`src/rtl/video_types.sv`:
```
// Shared video-subsystem definitions: OAM placement/size and the OAM DMA state encoding.
package video_types;

  localparam logic [15:0] OAM_LOC  = 16'hFE00;
  localparam int unsigned OAM_SIZE = 160;

  typedef enum logic [2:0] {
    IDLE,
    READ,
    WAIT,
    WRITE,
    DONE
  } dma_state_t;

  // The CPU is locked out of OAM only while bytes are actually moving.
  function automatic logic dma_busy(input dma_state_t s);
    return (s == READ) || (s == WAIT) || (s == WRITE);
  endfunction

endpackage

```
`src/rtl/oam_dma.sv`:
```
// OAM DMA engine: copies OAM_LEN bytes from {src_hi, 8'h00} into OAM, one read/write pair per byte.
module oam_dma
  import video_types::*;
#(
  parameter logic [15:0] DMA_REG_ADDR   = 16'hFF46,
  parameter logic [15:0] OAM_BASE       = OAM_LOC,
  parameter int unsigned OAM_LEN        = OAM_SIZE,
  parameter int unsigned RVALID_TIMEOUT = 15
) (
  input  logic        clk,
  input  logic        reset,
  input  logic        cpu_wr,
  input  logic        cpu_rd,
  input  logic [15:0] cpu_addr,
  input  logic [7:0]  cpu_wdata,
  output logic [7:0]  reg_rdata,
  output logic        reg_rd_valid,
  output logic [15:0] m_addr,
  output logic        m_rd,
  output logic        m_wr,
  output logic [7:0]  m_wdata,
  input  logic [7:0]  m_rdata,
  input  logic        m_rvalid,
  output logic        busy,
  output logic        done
);

  dma_state_t state_q, state_d;

  logic [7:0] src_hi;
  logic [7:0] idx;
  logic [7:0] data_q;
  logic [7:0] wait_cnt;

  logic reg_hit_wr;
  logic reg_hit_rd;
  logic last_byte;
  logic wait_expired;

  assign reg_hit_wr   = cpu_wr && (cpu_addr == DMA_REG_ADDR);
  assign reg_hit_rd   = cpu_rd && (cpu_addr == DMA_REG_ADDR);
  assign last_byte    = (idx == 8'(OAM_LEN - 1));
  assign wait_expired = (wait_cnt == 8'(RVALID_TIMEOUT - 1));

  // NOTE: sequential state uses non-blocking assignments so every register sees pre-edge values.
  always_ff @(posedge clk) begin
    if (!reset) begin
      state_q <= IDLE;
    end else begin
      state_q <= state_d;
    end
  end

  // A register write restarts from any state, aborting whatever byte is in flight.
  always_comb begin
    // NOTE: assign a default before the case so no path leaves a signal unassigned (no latch).
    state_d = state_q;
    unique case (state_q)
      IDLE:    state_d = IDLE;
      READ:    state_d = WAIT;
      WAIT:    if (m_rvalid || wait_expired) state_d = WRITE;
      WRITE:   state_d = last_byte ? DONE : READ;
      DONE:    state_d = IDLE;
      default: state_d = IDLE;
    endcase
    if (reg_hit_wr) state_d = READ;
  end

  always_comb begin
    m_rd    = 1'b0;
    m_wr    = 1'b0;
    m_addr  = 16'h0000;
    m_wdata = 8'h00;
    busy    = dma_busy(state_q);
    done    = (state_q == DONE);
    unique case (state_q)
      READ: begin
        m_rd   = 1'b1;
        m_addr = {src_hi, idx};
      end
      WRITE: begin
        m_wr    = 1'b1;
        m_addr  = OAM_BASE + {8'h00, idx};
        m_wdata = data_q;
      end
      default: ;
    endcase
  end

  // Datapath: source page, byte index, captured read data and read-wait counter.
  always_ff @(posedge clk) begin
    if (!reset) begin
      src_hi   <= 8'h00;
      idx      <= 8'h00;
      data_q   <= 8'h00;
      wait_cnt <= 8'h00;
    end else begin
      if (reg_hit_wr) begin
        src_hi <= cpu_wdata;
        idx    <= 8'h00;
      end else if ((state_q == WRITE) && !last_byte) begin
        idx <= idx + 8'd1;
      end

      if (state_q == READ) begin
        wait_cnt <= 8'h00;
      end else if (state_q == WAIT) begin
        wait_cnt <= wait_cnt + 8'd1;
      end

      // Read data is only believed while waiting for it; a silent bus yields 8'hFF.
      if (state_q == WAIT) begin
        if (m_rvalid) begin
          data_q <= m_rdata;
        end else if (wait_expired) begin
          data_q <= 8'hFF;
        end
      end
    end
  end

  always_ff @(posedge clk) begin
    if (!reset) begin
      reg_rd_valid <= 1'b0;
      reg_rdata    <= 8'h00;
    end else begin
      reg_rd_valid <= reg_hit_rd;
      reg_rdata    <= reg_hit_rd ? src_hi : 8'h00;
    end
  end

endmodule
```
`config.mk`:
```
export PLATFORM = sky130hd
export DESIGN_NAME = oam_dma
export DESIGN_NICKNAME = d
export VERILOG_FILES = /design/src/rtl/video_types.sv /design/src/rtl/oam_dma.sv
export SDC_FILE = /design/constraint.sdc
export NUM_CORES = 1
export LEC_CHECK = 0
export BUFFER_PORTS_ARGS = -buffer_cell sky130_fd_sc_hd__buf_2
export CORE_MARGIN = 10
export CORE_UTILIZATION = 44
export DETAILED_ROUTE_END_ITERATION = 10
export PLACE_DENSITY = 0.87
export SLEW_MARGIN = 5
export SYNTH_ARGS = -nofsm -noshare
export SYNTH_HDL_FRONTEND = slang
export SYNTH_SLANG_ARGS = --single-unit
```
`constraint.sdc`:
```
create_clock -name clk -period 1.3 [get_ports clk]
set_input_delay 0.065 -clock clk [delete_from_list [all_inputs] [get_ports clk]]
set_output_delay 0.065 -clock clk [all_outputs]
set_load 0.01 [all_outputs]
```
# Word level (Yosys, flattened, before mapping)
# Cells that the tools add are included.
# classes
reduce_logical,12
n_addsub,3
mux,10
n_eq_ne,9
bitwise,1
# op_table
op,n
16-bit case mux with 2 select lines,1
8-bit 2-to-1 mux,3
8-bit by 1-bit adder with 8-bit output (second input constant),2
16-bit equality test (second input constant),1
10-bit by 9-bit adder with 11-bit output (first input constant),1
3-bit case mux with 3 select lines,1
8-bit by 4-bit equality test with 1-bit output (second input constant),1
8-bit equality test (second input constant),1
3-bit by 2-bit equality test with 1-bit output (second input constant),2
3-bit 2-to-1 mux,2
2-bit AND reduction,2
2-bit OR reduction,2
3-bit by 1-bit equality test with 1-bit output (second input constant),1
3-bit equality test (second input constant),1
1-bit logical AND,3
1-bit logical OR,3
1-bit 2-to-1 mux,3
3-bit inequality test (second input constant),1
2-bit inequality test (second input constant),1
2-bit nonzero test,1
1-bit logical NOT,1
1-bit NOT,1
# totals
output_inout_bits,37
reg_bits,44
wordCells,43
in_bits,37

# Logic depth before layout (Yosys ltp)
# Gate-level depths: netlist (run 1).
# depth
word_depth,5
ltp_mapped,7
ltp_nobuf,6

# Worst setup path before layout (run 1)
# Ideal clock, no wire load.
# synth_timing
kind,register to register
startpoint,register idx[0]
endpoint,register idx[1]
required_ps,1177
setup_time_ps,123
path_buffers,1
stages_incl_launch_ff,7
t_arrival_ps,1255
period_less_slack_ps,1378
setup_slack_ps,-78
path_cell_list,dfxtp_1 > ha_1 > and3_1 > buf_2 > a21oi_4 > mux2i_1 > nor2_1
# synth_between
elab_chain_len,3
word_cells_on_any_way,4
cone_classes,1 x add/sub; 1 x eq/ne; 2 x reduce/logical
# synth_lines
element,line,text
from (decl),oam_dma.sv:31,logic [7:0] idx;
from (signal assigned),oam_dma.sv:102,idx <= idx + 8'd1;
"parallel branches: the longest is 3 deep, another holds 8-bit by 1-bit adder with 8-bit output",-,
# Several ways; the timed one is not identified.
# A chain may end at the register's enable or synchronous reset.

# Worst setup path in the final report (run 1)
# layout_timing
startpoint,register wait_cnt[0]
endpoint,register data_q[6]
# layout_between
elab_chain_len,3
# layout_lines
element,line,text
from (decl),oam_dma.sv:33,logic [7:0] wait_cnt;
from (signal assigned),oam_dma.sv:108,wait_cnt <= wait_cnt + 8'd1;
8-bit by 4-bit equality test with 1-bit output,oam_dma.sv:43,assign wait_expired = (wait_cnt == 8'(RVALID_TIMEOUT - 1));
2-bit nonzero test (no line),-,
2-bit AND reduction (no line),-,
to (signal assigned),oam_dma.sv:114,data_q <= m_rdata;
to (decl),oam_dma.sv:32,logic [7:0] data_q;
# Every way passes these cells.

==> results of run 1 <==
## through the flow
stage                     worst slack (ns)  instance area, um2  hold slack [ns]  power, mW  utilization, %
after floorplan                   -0.00721                2080            0.222       1.41               -
after global placement              -0.101                2620            0.328       1.47            59.3
after detailed placement            -0.172                2620            0.333       1.47            59.3
after CTS                          -0.0696                2790          0.00932       2.33            63.2
after global routing                -0.140                2900           0.0189       2.40            65.6
final                              -0.0891                2900           0.0163       2.33            65.6
## critical path: cells and delay by family, from the launching register on
kind / cells / cell delay, ns
compound gates: 2 / 0.44
fa+ha+maj: 1 / 0.13
buf+inv: 1 / 0.06
flops: 1 / 0.33
simple gates: 2 / 0.37
## layer usage
layer | wire, um | up-vias | track usage, %
met4 | 148 | 0 | 7.39
met3 | 436 | 16 | 3.99
met1 | 2230 | 910 | 14.0
li1 | - | 952 | -
met5 | 0 | - | 0
met2 | 2970 | 66 | 25.9
## registers in the layout, summed over array words and instances (netlist names)
register      flops
reg_rdata         8
state_q           3
idx               8
reg_rd_valid      1
src_hi            8
data_q            8
wait_cnt          8
## power by group
group | total, mW | switching, mW | internal, mW
Clock | 0.888 | 0.454 | 0.434
Sequential | 1.34 | 0.00000455 | 1.34
Combinational | 0.0974 | 0.0452 | 0.0522
## Yosys cell counts (all sizes together), types with 3 or more instances
| library cell | instances | area share [%] |
|---|---|---|
| nand4 | 4 | 1.2 |
| nor2 | 37 | 7.0 |
| nand3 | 14 | 3.7 |
| and2 | 28 | 8.7 |
| buf | 9 | 2.7 |
| o21ai | 11 | 3.5 |
| and4 | 3 | 1.3 |
| a21boi | 8 | 3.0 |
| and3 | 4 | 1.2 |
| o221a | 8 | 4.5 |
| xnor2 | 6 | 2.6 |
| nand2 | 5 | 1.1 |
| dfxtp | 44 | 44 |
| a21oi | 4 | 1.5 |
| ha | 3 | 1.9 |
| xor2 | 6 | 2.6 |
## logic make-up after synthesis
group | after synthesis
simple gates | 108
flops | 44
compound gates | 36
buf+inv | 13
xor+xnor | 12
fa+ha+maj | 3
mux | 1
## what timing repair did
item                       CTS  global route
pin swaps                    8            11
setup buffers                4             3
cloned                       1             0
resized for setup           17            22
hold buffers                 0             0
setup endpoints to repair   40            48
## area by class of cell
class                           count  area, um2
Fill cell                         331       1520
Sequential cell                    44        895
Inverter                            2       7.51
Multi-Input combinational cell    161       1220
Timing Repair Buffer              102        621
Tap cell                           52       65.1
Clock buffer                        8       90.1
## worst paths after layout
check / end / slack, ns / cells past startpoint
min: src_hi[4]$_SDFFE_PN0P_ / 0.02 / 3
max reg2reg: data_q[6]$_SDFFE_PN0P_ / -0.09 / 6
max: data_q[6]$_SDFFE_PN0P_ / -0.09 / 6
min reg2reg: reg_rdata[0]$_SDFF_PN0_ / 0.48 / 1
## layout by cell type (no fill, tap or decap), types with 4 or more instances in the layout
cell type / instances
nand4_1: 4
buf_6: 8
buf_2: 70
dfxtp_2: 5
nand2_1: 4
nand3_1: 11
o21ai_0: 9
nor2_2: 5
and2_1: 24
xnor2_1: 5
buf_4: 24
a21boi_0: 8
nor2_1: 31
clkbuf_8: 6
dfxtp_1: 37
o221a_2: 5
xor2_1: 6
==> impl_metrics.toml, run 1 <==
[status]
outcome = "finished, violations left"
failed_checks = "negative setup slack"

[synthesis]
mappedNetlistArea_um2 = 2020
muxShareOfSynthArea_pct = 0.495
yosys.area_share.xor_xnor_pct = 5.20
yosysWarnings = 0
syn_inst = 217
synth-edff-count = 0
ys.flop_type = "dfxtp_1"
synth_fa_ha_area_share_pct = 1.86
yosysSeqAreaShare_pct = 43.6
synth_top_family_by_area = "simple AND/OR/NAND/NOR gates"
async_reset_ff_share_pct = 0
ys_ff_latch = 44
synth-compound-area-share_pct = 14.7
syn_avg_cell_area_um2 = 9.31
ys_types = 43
syn-num-nets = 257
synth_simple_gate_area_share_pct = 30.7

[setup_path]
cp-end-kind = "flip-flop"
critical_path.max_fanout = 5
cpPeakStageDelay_ns = 0.33
crit_chain = "inv_2, ha_4, nand4b_1, nor4_2, o21a_2, o221a_2"
critPathLaunchType = "flip-flop"
crit_type = "reg -> reg"
startpoint = "wait_cnt[0]$_SDFFE_PP0N_"
cp_data_arrival_time_ns = 1.64
cp_slowest_cell = "dfxtp_2"
r2r_start = "wait_cnt[0]$_SDFFE_PP0N_"
cp.required_ns = 1.55

[place]
place_hpwl_um = 4170
io_buffer_count = 73
dp.cells = 355
place.gp.congestion = 0.906

[grt]
grt_usage_pct = 14.1
grt-ovfl-total = 0
antenna_found_initial = 0
grt_max_degree = 13
grt_pass1_vias = 1850
grt_pass1_wl_um = 8650

[die]
die_w_um = 87.8
fp.dieArea_um2 = 7700
die_h_um = 87.8
row_count = 24
core_area_um2 = 4410
pin_count = 74
initial_core_util_pct = 45.8

[routing]
wire_per_inst_um = 15.7
dr.pass1.iters = 4
drc = 0
viasPerCell = 5.27
wirelength_um = 5780
via_count = 1944
drtAntennaViolNets = 0
drtIter0Drc = 105

[worst_hold_path]
min_from = "cpu_wdata[4]"
worstHoldPathType = "in -> reg"

[cells_and_area]
n_antenna_cell = 0
drive_above_1_share_pct = 49.8
final_cell_count_no_fill = 369
fin_nets = 356
syn2layout_area_growth_pct = 43.4

[power_and_ir_drop]
powerDensity_nw_per_um2 = 803
vdd_drop_max_v = 0.000558
p_leak_nw = 1.27

[flow_run]
maxCapViolCount = 0

[sta]
fmax_ghz = 0.720
final.min_clock_period_ns = 1.39
fin_setup_tns_ns = -1.60
hold_viol = 0
timing.final.ws_setup_ns = -0.0891
rsz0062_at_grt = "yes"
slew_headroom_pct = 73.1
skew_ns = 0.00968
finalCritPeriodShare_pct = 107
worst_slew_pin_slew_ns = 0.404
setup_violations = 29
slew_viol_final = 0

[clock_tree]
htreeDepth = 2
cts_tree = "built"
cts_root_buffer = "clkbuf_8"
cts_sinks = 44
cts.path.max_buffers = 2
cts-buffers-inserted = 5
clock_latency_ns = 0.30
clk_pin_slew_ns = 0.08
No activity file was read; power rests on OpenSTA's default activity.
==> run 2: changes to the inputs <==
--- a/config.mk
+++ b/config.mk
@@ -5,11 +5,13 @@
 export SDC_FILE = /design/constraint.sdc
 export NUM_CORES = 1
 export LEC_CHECK = 0
+export ABC_AREA = 1
 export BUFFER_PORTS_ARGS = -buffer_cell sky130_fd_sc_hd__buf_2
 export CORE_MARGIN = 10
-export CORE_UTILIZATION = 44
+export CORE_UTILIZATION = 46
+export CTS_BUF_LIST = sky130_fd_sc_hd__clkbuf_4 sky130_fd_sc_hd__clkbuf_8
 export DETAILED_ROUTE_END_ITERATION = 10
-export PLACE_DENSITY = 0.87
+export PLACE_DENSITY = 0.9
 export SLEW_MARGIN = 5
 export SYNTH_ARGS = -nofsm -noshare
 export SYNTH_HDL_FRONTEND = slang
==> run 2 against run 1 <==
  * The flow finishes with violations (negative hold slack, negative setup slack)
  * Core utilization rose by 4.2 points
  * Synthesized area rose by 3.5%
  * Cell area rose by 5.7%
  * Non-clock buffer count did not move
  * Sequential share of layout area fell by 1.7 points
  * Synthesized cell count rose by 43%
  * Setup slack got worse by 0.022 ns
  * Fmax fell by 1.6%
  * Via count rose by 20%
  * Clock power rose by 37%
  * Die area fell by 0.75%
  * Clock-buffer cell count fell by 3
  * Critical path type is now reg -> out
  * Highest routed layer unchanged
==> impl_metrics.toml, run 2 <==
[clock_tree]
cts.path.max_buffers = 2
cts_tree = "built"
clock_latency_ns = 0.30
cts_root_buffer = "clkbuf_8"
cts-buffers-inserted = 5
cts_sinks = 44
clk_pin_slew_ns = 0.08
htreeDepth = 2

[setup_path]
reg2reg_depth = 9
regToRegSetupSlack_ns = -0.06
r2r-end = "wait_cnt[1]$_SDFFE_PP0N_"
critical_path.max_fanout = 8
cp_data_arrival_time_ns = 1.35
critPathLaunchType = "flip-flop"
r2r_start = "state_q[2]$_SDFFE_PP0P_"
cp-end-kind = "output port"
cp.required_ns = 1.24
crit_type = "reg -> out"

[cells_and_area]
drive_above_1_share_pct = 38.5
design_area_um2 = 3060
n_fill_cell = 333
post-route-util_pct = 69.8
n_antenna_cell = 0
syn2layout_area_growth_pct = 46.4
mostFrequentLayoutCell = "buf_2"
layout_common_cells = "buf_2, nor2_1, nand2_1, inv_1, dfxtp_1"
fin_nets = 456
final_cell_count_no_fill = 468

[synthesis]
synthDominantCellAreaShare_pct = 42.1
synth-edff-count = 0
syn-num-nets = 350
ys_ff_latch = 44
synthTopCellsByArea = "dfxtp_1, nor2_1, nand2_1, inv_1, a21oi_1"
yosysMostFrequentCell = "nor2_1"
syn_inst = 310
synthTopCellsByCount = "nor2_1, nand2_1, inv_1"
yosysSeqAreaShare_pct = 42.1
ys.flop_type = "dfxtp_1"
async_reset_ff_share_pct = 0
ys_types = 25
mappedNetlistArea_um2 = 2090
syn_avg_cell_area_um2 = 6.75
yosysWarnings = 0
yosys.area.top_type = "dfxtp_1"

[grt]
grt_max_degree = 17
grt_pass1_vias = 2252
antenna_found_initial = 0
grt_pass1_wl_um = 9830
use_met3_pct = 4.59
grt-ovfl-total = 0
busiest_layer = "met2"
grt.met1_usage_pct = 16.1
grt_usage_pct = 15.7
grtUsageMet2_pct = 28.6

[routing]
drc = 0
viasPerCell = 4.98
wire_per_inst_um = 13.7
dr.pass1.iters = 5
drtIter0Drc = 156
via_count = 2332
drtAntennaViolNets = 0
wirelength_um = 6400

[die]
pin_count = 74
core_area_um2 = 4380
initial_core_util_pct = 47.7
fp.dieArea_um2 = 7640
row_count = 24
die_w_um = 87.4
die_h_um = 87.4

[place]
dpl_cell_area_um2 = 2600
io_buffer_count = 73
place_worst_setup_slack_ns = -0.0137
place.gp.congestion = 0.809
dp.cells = 444
place_hpwl_um = 4540

[sta]
fmax_ghz = 0.709
rsz0062_at_grt = "yes"
final.min_clock_period_ns = 1.41
slew_headroom_pct = 72.3
fin_setup_tns_ns = -0.875
worst_slew_pin_slew_ns = 0.415
setup_violations = 14
slew_viol_final = 0
skew_ns = 0.00723
hold_viol = 1
finalCritPeriodShare_pct = 109
timing.final.ws_setup_ns = -0.111
holdWs_ns = -0.00450

[power_and_ir_drop]
p_clk_share_pct = 45.1
combPwrFrac_pct = 5.2
p_leak_nw = 1.47
switching_share_pct = 19.7
p_int_mw = 2.17
seqPwrFrac_pct = 49.7
vdd_drop_max_v = 0.000753
power.switching_uw = 532
p_total_mw = 2.70
powerDensity_nw_per_um2 = 882

[worst_hold_path]
hold_path_end = "src_hi[6]$_SDFFE_PN0P_"
hold_path_depth = 3
worstHoldPathType = "in -> reg"
min_from = "cpu_wdata[6]"

[flow_run]
maxCapViolCount = 0

[status]
failed_checks = "negative hold slack, negative setup slack"
outcome = "finished, violations left"
-- run 2: cell count changes after synthesis, moves of 8 or more --
cell	delta
o221a_2	-8
and2_1	-27
a21oi_1	+24
inv_1	+45
a21boi_0	-8
nor2_1	+35
nand2_1	+60
-- run 2: area by class of cell --
class	instances	area [um2]	area share [%]
Multi-Input combinational cell	213	1170	38.3
Clock inverter	2	60.1	1.96
Timing Repair Buffer	102	607	19.8
Clock buffer	5	68.8	2.25
Sequential cell	44	893	29.2
Inverter	50	196	6.42
Tap cell	52	65.1	2.13
-- run 2: critical path, stage by stage, from the launching register on --
cell        delay (ns)
dfxtp_1           0.31
inv_2             0.07
nand2_4           0.07
nor2_8            0.11
clkinvlp_4        0.19
nor2_1            0.13
buf_2             0.15
-- run 2: how the worst max path moves through the flow --
stage	from	to	slack [ns]	cells after the start
after CTS	state_q[2]$_SDFFE_PP0P_	m_wdata[0]	-0.12	6
after floorplan	idx[0]$_SDFFE_PP0P_	state_q[0]$_SDFFE_PN0P_	0.05	8
after global placement	state_q[1]$_SDFFE_PP0P_	data_q[7]$_SDFFE_PN0P_	0.1	5
final	state_q[2]$_SDFFE_PP0P_	m_wdata[6]	-0.11	6
after global routing	state_q[1]$_SDFFE_PP0P_	m_wdata[6]	-0.20	5
after detailed placement	state_q[1]$_SDFFE_PP0P_	data_q[6]$_SDFFE_PN0P_	-0.01	5
-- run 2: power groups by stage --
stage	clock network, mW	logic (mW)	registers [mW]
after floorplan	0	0.0376	1.38
after global placement	0	0.103	1.38
after detailed placement	0	0.107	1.38
after CTS	1.23	0.125	1.34
after global routing	1.28	0.157	1.34
final	1.22	0.141	1.34
-- run 2: kinds of logic after synthesis --
logic type / after synthesis / synth area share [%]
buf+inv: 53 / 9.69
fa+ha+maj: 3 / 1.79
flops: 44 / 42.1
simple gates: 167 / 35.4
compound gates: 39 / 9.33
xor+xnor: 4 / 1.67
-- run 2: what timing repair did --
item,4_1_cts,5_1_grt
pin swaps,6,13
cloned,0,0
setup endpoints to repair,34,44
hold buffers,7,0
setup buffers,3,8
hold endpoints to repair,7,0
gates resized for setup,12,53
-- run 2: routing by layer --
metal	wire length, um	part of all wire (%)
met1	2460	38
met2	3380	53
met3	401	6.3
met4	161	2.5
met5	0	0
==> run 3: changes to the inputs <==
--- a/config.mk
+++ b/config.mk
@@ -6,11 +6,11 @@
 export NUM_CORES = 1
 export LEC_CHECK = 0
 export ABC_AREA = 1
-export BUFFER_PORTS_ARGS = -buffer_cell sky130_fd_sc_hd__buf_2
-export CORE_MARGIN = 10
-export CORE_UTILIZATION = 46
+export CORE_MARGIN = 4
+export CORE_UTILIZATION = 59
 export CTS_BUF_LIST = sky130_fd_sc_hd__clkbuf_4 sky130_fd_sc_hd__clkbuf_8
 export DETAILED_ROUTE_END_ITERATION = 10
+export DONT_BUFFER_PORTS = 1
 export PLACE_DENSITY = 0.9
 export SLEW_MARGIN = 5
 export SYNTH_ARGS = -nofsm -noshare
==> run 3 against run 2 <==
  * The run ends with negative setup slack left
  * Setup slack lost 0.074 ns
  * Final cell count fell by 14%
  * Cell area shrank 3.7%
  * Fmax down 5.0%
  * Clock-buffer cell count is the same
  * Via count fell by 0.47%
  * Global-route usage is 11 points higher
  * Sequential cell count stayed put
  * Clock skew increased by 0.015 ns
  * Die area down 40%
  * Sequential share of layout area is 1.1 points higher
  * Clock power is 42% lower
==> impl_metrics.toml, run 3 (synthesis results as in run 2) <==
[clock_tree]
htreeDepth = 2
cts_root_buffer = "clkbuf_4"
cts.path.max_buffers = 2
cts_tree = "built"
cts-buffers-inserted = 5
cts_sinks = 44
clk_pin_slew_ns = 0.15
clock_latency_ns = 0.38

[die]
row_count = 21
fp.dieArea_um2 = 4560
die_h_um = 67.5
initial_core_util_pct = 61.7
pin_count = 74
core_area_um2 = 3390
die_w_um = 67.5

[sta]
slew_headroom_pct = 39.9
worst_slew_pin_slew_ns = 0.901
fin_setup_tns_ns = -3.36
hold_viol = 0
setup_violations = 45
holdWs_ns = 0.0323
finalCritPeriodShare_pct = 114
rsz0062_at_grt = "yes"
final.min_clock_period_ns = 1.48
slew_viol_final = 0
skew_ns = 0.0223
fmax_ghz = 0.674
timing.final.ws_setup_ns = -0.185

[power_and_ir_drop]
powerDensity_nw_per_um2 = 733
vdd_drop_max_v = 0.000540
p_leak_nw = 1.18

[flow_run]
maxCapViolCount = 0

[routing]
drtIter0Drc = 268
viasPerCell = 5.77
via_count = 2321
dr.pass1.iters = 4
drc = 0
wire_per_inst_um = 18.6
drtAntennaViolNets = 0
wirelength_um = 7500

[setup_path]
cpPeakStageDelay_ns = 0.40
critPathLaunchType = "flip-flop"
reg2reg_depth = 8
crit_top_cell = "buf_4"
cp_data_arrival_time_ns = 1.42
crit_type = "reg -> out"
crit_chain = "clkinv_8, buf_4, nand2_4, buf_4, inv_2"
r2r_start = "state_q[2]$_SDFFE_PP0P_"
cp.required_ns = 1.24
regToRegSetupSlack_ns = -0.09
critical_path.max_fanout = 8
cp-end-kind = "output port"
r2r-end = "state_q[0]$_SDFFE_PN0P_"
cp_slowest_cell = "dfxtp_4"

[cells_and_area]
layout_common_cells = "nand2_1, nor2_1, inv_1, dfxtp_1"
design_area_um2 = 2950
n_fill_cell = 170
fin_nets = 395
seqCellArea_um2 = 893
final_cell_count_no_fill = 402
syn2layout_area_growth_pct = 40.9
mostFrequentLayoutCell = "nand2_1"
n_antenna_cell = 0
drive_above_1_share_pct = 29.8
multi_input_area_um2 = 1350

[grt]
grt_pass1_wl_um = 9110
grt_max_degree = 20
grt-ovfl-total = 0
antenna_found_initial = 0
grt_usage_pct = 26.3
grt_pass1_vias = 2016

[place]
place_worst_setup_slack_ns = 0.0114
place.gp.congestion = 0.829
dpl_cell_area_um2 = 2230
io_buffer_count = 0
place_hpwl_um = 3380
dp.cells = 365

[worst_hold_path]
min_from = "cpu_wr"
hold_path_end = "src_hi[0]$_SDFFE_PN0P_"
hold_path_depth = 4
worstHoldPathType = "in -> reg"

[status]
outcome = "finished, violations left"
failed_checks = "negative setup slack"
[run 3: cell types whose count changed in the layout (fill, tap and decap cells not counted), moves of 3 or more]
cell,previous run,this run
nor2_4,1,17
clkbuf_4,0,5
buf_2,72,0
o21ai_2,8,5
clkbuf_8,5,0
a21oi_2,11,8
dlygate4sd3_1,7,18
a21oi_1,16,13
buf_4,22,18
nor2_1,65,51
nand2_4,3,6
a21oi_4,0,6
[run 3: how the worst max path moves through the flow]
stage | start | to | slack (ns) | cells past startpoint
2_1_floorplan | idx[0]$_SDFFE_PP0P_ | state_q[0]$_SDFFE_PN0P_ | 0.05 | 8
3_5_place_dp | state_q[2]$_SDFFE_PP0P_ | data_q[2]$_SDFFE_PN0P_ | 0.01 | 6
3_3_place_gp | state_q[2]$_SDFFE_PP0P_ | data_q[5]$_SDFFE_PN0P_ | 0.08 | 6
6_report | state_q[1]$_SDFFE_PP0P_ | m_rd | -0.18 | 5
4_1_cts | state_q[2]$_SDFFE_PP0P_ | m_wdata[6] | -0.11 | 6
5_1_grt | state_q[1]$_SDFFE_PP0P_ | m_wdata[4] | -0.24 | 5
[run 3: layer usage]
metal / wire, um / GRT usage, %
met1: 2570 / 29.6
met2: 3830 / 47.0
met3: 630 / 6.82
met4: 466 / 9.62
met5: 0 / 0
[run 3: critical path, delay by kind of cell (launching register included)]
family | cells | cell delay, ns
flip-flops | 1 | 0.40
AND/OR/NAND/NOR | 1 | 0.10
buffers and inverters | 4 | 0.53
[run 3: layout make-up]
| cell class | count | area share (%) |
|---|---|---|
| multi-input cells | 213 | 45.7 |
| flip-flops and latches | 44 | 30.3 |
| repair buffers | 41 | 12.9 |
| inverters | 50 | 7.00 |
| well taps | 46 | 1.95 |
| clock buffers | 5 | 1.27 |
| clock inverters | 3 | 0.806 |
[run 3: per-stage QoR]
step / total power, mW / util, %
4_1_cts: 2.13 / 77.9
3_3_place_gp: 1.41 / 65.7
3_5_place_dp: 1.42 / 65.7
2_1_floorplan: 1.42 / -
5_1_grt: 2.24 / 87.0
6_report: 2.16 / 87.0
[run 3: repair_timing]
action                                  4_1_cts  5_1_grt
setup buffers                                 5        5
hold endpoints to repair                     33        7
endpoints found under the setup margin       30       49
gates resized for setup                      39       71
hold buffers                                 18        1
pin swaps                                     1       17
[run 3: power breakdown]
group,internal (mW),leakage [nW],switching [mW]
combinational,0.0555,0.792,0.0562
clock,0.213,0.0274,0.491
sequential,1.34,0.358,0.00000964
